--- config.mk ---
export PLATFORM = sky130hd
export DESIGN_NAME = avg_pool_drain
export DESIGN_NICKNAME = d
export VERILOG_FILES = /design/src/rtl/avg_pool_drain.sv
export SDC_FILE = /design/constraint.sdc
export NUM_CORES = 2
export LEC_CHECK = 0
export CORE_AREA = 3 3 419 421
export CTS_CLUSTER_DIAMETER = 40
export DETAILED_ROUTE_END_ITERATION = 8
export DIE_AREA = 0 0 422 424
export PLACE_DENSITY = 0.69
export SYNTH_ARGS = -nofsm -noshare
export SYNTH_HDL_FRONTEND = slang
export SYNTH_SLANG_ARGS = --single-unit
--- constraint.sdc ---
create_clock -name clk -period 71.2 [get_ports clk]
set_input_delay 7.12 -clock clk [delete_from_list [all_inputs] [get_ports clk]]
set_output_delay 7.12 -clock clk [all_outputs]
set_load 0.05 [all_outputs]
--- src/rtl/avg_pool_drain.sv ---
// Buffers LANES-wide result vectors from avg_pool and drains them one lane per beat
// onto a valid/ready word stream; vectors arriving with no free slot are dropped and flagged.
module avg_pool_drain #(
    parameter int LANES = 32,
    parameter int DW    = 32,
    parameter int DEPTH = 2,
    parameter int CNT_W = 16,
    localparam int LW   = (LANES > 1) ? $clog2(LANES) : 1,
    localparam int PW   = (DEPTH > 1) ? $clog2(DEPTH) : 1,
    localparam int OW   = $clog2(DEPTH + 1)
) (
    input  logic                clk,
    input  logic                rst,
    input  logic                init,
    input  logic [LANES*DW-1:0] in_vec,
    input  logic                in_vec_valid,
    output logic [DW-1:0]       m_data,
    output logic [LW-1:0]       m_lane,
    output logic                m_last,
    output logic                m_valid,
    input  logic                m_ready,
    output logic                full,
    output logic                overflow,
    output logic [CNT_W-1:0]    vec_count
);

    typedef enum logic {ST_IDLE, ST_STREAM} state_t;

    state_t              state_q, state_d;
    logic [LANES*DW-1:0] mem_q [DEPTH];
    logic [PW-1:0]       wr_ptr_q, wr_ptr_d;
    logic [PW-1:0]       rd_ptr_q, rd_ptr_d;
    logic [OW-1:0]       occ_q, occ_d;
    logic [LW-1:0]       lane_q, lane_d;
    logic                overflow_q, overflow_d;
    logic [CNT_W-1:0]    vec_count_q, vec_count_d;

    logic on_last, hs, pop, wr_en, drop;

    function automatic logic [PW-1:0] ptr_inc(input logic [PW-1:0] p);
        return (p == PW'(DEPTH - 1)) ? '0 : p + 1'b1;
    endfunction

    assign full    = (occ_q == OW'(DEPTH));
    assign m_valid = (state_q == ST_STREAM);
    assign on_last = (lane_q == LW'(LANES - 1));
    assign hs      = m_valid && m_ready;
    assign pop     = hs && on_last;
    // A slot freed by this cycle's final-lane pop can take the incoming vector.
    assign wr_en   = in_vec_valid && (!full || pop);
    assign drop    = in_vec_valid && full && !pop;

    assign m_data  = m_valid ? mem_q[rd_ptr_q][lane_q*DW +: DW] : '0;
    assign m_lane  = m_valid ? lane_q : '0;
    assign m_last  = m_valid && on_last;
    assign overflow  = overflow_q;
    assign vec_count = vec_count_q;

    always_comb begin
        // NOTE: every next-state signal gets its hold value first so no path infers a latch.
        state_d     = state_q;
        wr_ptr_d    = wr_ptr_q;
        rd_ptr_d    = rd_ptr_q;
        occ_d       = occ_q;
        lane_d      = lane_q;
        overflow_d  = overflow_q;
        vec_count_d = vec_count_q;

        if (hs) begin
            lane_d = on_last ? '0 : lane_q + 1'b1;
        end
        if (pop) begin
            rd_ptr_d    = ptr_inc(rd_ptr_q);
            vec_count_d = vec_count_q + 1'b1;
        end
        if (wr_en) begin
            wr_ptr_d = ptr_inc(wr_ptr_q);
        end
        if (wr_en && !pop) begin
            occ_d = occ_q + 1'b1;
        end else if (pop && !wr_en) begin
            occ_d = occ_q - 1'b1;
        end
        if (drop) begin
            overflow_d = 1'b1;
        end

        case (state_q)
            ST_IDLE:   if (wr_en) state_d = ST_STREAM;
            ST_STREAM: if (pop && !wr_en && occ_q == OW'(1)) state_d = ST_IDLE;
            default:   state_d = ST_IDLE;
        endcase
    end

    // NOTE: non-blocking assignments for all state so every register sees pre-edge values.
    always_ff @(posedge clk) begin
        if (rst || init) begin
            state_q     <= ST_IDLE;
            wr_ptr_q    <= '0;
            rd_ptr_q    <= '0;
            occ_q       <= '0;
            lane_q      <= '0;
            overflow_q  <= 1'b0;
            vec_count_q <= '0;
        end else begin
            state_q     <= state_d;
            wr_ptr_q    <= wr_ptr_d;
            rd_ptr_q    <= rd_ptr_d;
            occ_q       <= occ_d;
            lane_q      <= lane_d;
            overflow_q  <= overflow_d;
            vec_count_q <= vec_count_d;
        end
    end

    // NOTE: slot storage is not reset; occupancy gates every read, so stale data is never visible.
    always_ff @(posedge clk) begin
        if (wr_en) begin
            mem_q[wr_ptr_q] <= in_vec;
        end
    end

endmodule

==> out/metrics.yaml <==
run_status:
  status: "finished, final reports clean"
yosys:
  synth_common_cells: "edfxtp_1, mux4_2, mux2i_1, a22oi_1, clkbuf_1"
  yosys-top-cells-area: "edfxtp_1, mux4_2, mux2i_1"
  ys_types: 53
  netlist.area_leader.share_pct: 77.6
  ys_seq_area_share_pct: 78.3
  synth_edf_count: 2048
  synth_cells: 3718
  ys_warn_count: 0
  ys_seq_elements: 2076
  synth_area_um2: 79300
  yosysTopAreaCell: "edfxtp_1"
  async_reset_ff_share_pct: 0
  syn_nets: 4752
  avgSynthCellArea_um2: 21.3
  yosysMostFrequentCell: "edfxtp_1"
  yosys_most_used_dff: "edfxtp_1"
timing:
  fin_crit_sh_pct: 19.6
  setup_viol: 0
  finalHoldViolCount: 0
  slew_headroom_pct: 15.5
  finalSetupTns_ns: 0
  final_max_slew_viol_count: 0
  fin_worst_skew_ns: 0.0766
  worst_pin_slew_ns: 1.26
  rsz0062_at_grt: "false"
  max_freq_mhz: 71.5
  min_period_ns: 13.99
placed_design:
  dp_hpwl_mm: 178
  finalWeightedCongestion: 0.868
  place_inst: 6984
  place_area_um2: 92800
  port_buffers: 1085
floorplan:
  start_util_pct: 46.2
  io_pins: 1086
  row_count: 152
  die_area_um2: 179000
  die_h_um: 424
  core_um2: 172000
  fp.dieW_um: 422
clocking:
  cts.sinks: 2076
  cts.repair.resized: 0
  clockRootBuffer: "clkbuf_16"
  cts_setup_buffers: 0
  cts_made_buffers: 291
  clkTransAtPathRegs_ns: 0.05
  cts_hold_buffers: 0
  htree_levels: 5
  tritoncts: "built"
  clkLatencyLatePin_ns: 0.91
  clockBufferDepth: 4
global_route:
  overflow: 0
  grt_pass1_wl_mm: 346
  grt_max_degree: 174
  antenna_found_initial: 175
  grt_use_total_pct: 27.9
  grt_pass1_vias: 44900
pwr:
  power_leakage_nw: 32.4
  vdd_drop_max_v: 0.0000221
  p_per_area_nw_per_um2: 29.1
  total_power_mw: 2.98
drt:
  antenna_left: 0
  vias: 44200
  drt_iter0_markers: 5396
  drc: 0
  wl_per_cell_um: 33.3
  first_pass_iters: 6
  finalWirelength_mm: 253
  vias_per_cell: 5.81
critical_path:
  startpoint_type: "flop"
  worstSetupPathType: "reg -> out"
  end_kind: "primary output"
  cp.required_ns: 64.08
  critPathMaxFanout: 122
  arrival_ns: 6.87
cells_and_area:
  drive_above_1_share_pct: 18.1
  fin_nets: 6001
  design_area_um2: 103000
  area_delta_synth_final_pct: 29.5
  final_cells: 7613
flow_run:
  drv_cap: 0
worst_hold_path:
  hp-class: "reg -> reg"
[critical path: stages (launching register included)]
cell             delay [ns]
dfxtp_4                0.93
buf_12                 0.65
buf_4                  0.89
buf_12                 0.61
mux4_2                 0.59
a22oi_1                0.26
nand2_1                0.30
or4_1                  0.48
clkdlybuf4s50_1        0.79
[where the power goes]
group | internal (mW) | leakage [nW] | switching [mW] | total [mW]
Sequential | 1.41 | 19.4 | 0.0125 | 1.42
Combinational | 0.0778 | 8.44 | 0.0706 | 0.148
Clock | 0.885 | 4.56 | 0.528 | 1.41
Total | 2.37 | 32.4 | 0.611 | 2.98
[routing by layer]
metal | wire length, µm | vias to the layer above | global-route usage, %
met4 | 15300 | 54 | 16.7
li1 | - | 18400 | -
met3 | 21000 | 585 | 7.45
met1 | 89000 | 22900 | 32.8
met2 | 128000 | 2278 | 46.1
met5 | 337 | - | 0
[cells by family (layout without fill, tap and decap cells)]
family | after synthesis | in the layout | share of synthesized area (%)
AO/OA/AOI/OAI | 414 | 414 | 3.56
adder cells (fa/ha/maj) | 5 | 5 | 0.0789
multiplexers | 687 | 687 | 14.7
XOR/XNOR | 14 | 14 | 0.155
buffers and inverters | 213 | 1668 | 1.31
other | 0 | 130 | 0
flip-flops | 2076 | 2076 | 78.3
AND/OR/NAND/NOR | 309 | 309 | 1.97
[registers in the layout, indices dropped and copies added, names as in the netlist, named ones only]
name       cells
mem_q       2048
occ_q          2
overflow       1
rd_ptr_q       1
vec_count     16
lane_q         5
wr_ptr_q       1
m_valid        1
[cells in the final DEF, fill, tap and decap left out, types with 8 or more instances in the layout]
cell type and count:
buf_12 9, a2111oi_0 8, clkinv_4 21, nor2b_1 13, nor2_1 59, and2_1 11
mux4_2 377, clkbuf_16 299, o21ai_0 31, a21oi_1 86, a22o_1 14, clkinv_1 25
o211ai_1 13, or4_1 20, a211oi_1 20, nand3_1 45, diode_2 130, dfxtp_1 23
inv_6 24, a31oi_1 13, o22ai_1 33, clkinv_2 24, nor3_1 14, mux2i_1 293
edfxtp_1 2048, clkinvlp_4 27, a22oi_1 168, xnor2_1 9, clkdlybuf4s50_1 1085, nand2b_1 14
mux2_2 17, nand4_1 16, clkbuf_1 40, bufinv_16 31, nand2_1 70, buf_4 68
[final cells by class]
| cell class | count | area, µm² |
|---|---|---|
| fill | 12400 | 69100 |
| sequential | 2076 | 62100 |
| multi-input combinational | 1429 | 16300 |
| timing repair buffer | 1162 | 11600 |
| clock buffer | 340 | 7650 |
| tap | 2310 | 2890 |
| clock inverter | 159 | 1830 |
| antenna | 130 | 325 |
| inverter | 7 | 27.5 |
[through the flow]
| stage | hold slack, ns | utilization (%) | worst slack [ns] |
|---|---|---|---|
| 6_report | 0.478 | 59.8 | 57.21 |
| 5_1_grt | 0.523 | 59.7 | 56.81 |
| 4_1_cts | 0.477 | 59.6 | 56.99 |
| 3_5_place_dp | 0.464 | 54.1 | 56.91 |
| 3_3_place_gp | 0.464 | 54.1 | 56.90 |
| 2_1_floorplan | 0.481 | - | 18.98 |
[path summary, 6_finish.rpt]
kind / from / end / slack, ns / depth (start not counted)
setup / recovery: flop / m_data[15] / 57.21 / 8
setup reg to reg: lane_q[1]$_SDFFE_PP0P_ / mem_q[0][986]$_DFFE_PP_ / 62.47 / 14
hold / removal: overflow$_SDFFE_PP0P_ / overflow$_SDFFE_PP0P_ / 0.48 / 2
hold reg to reg: overflow$_SDFFE_PP0P_ / overflow$_SDFFE_PP0P_ / 0.48 / 2
Power figures use the tool's default switching activity.
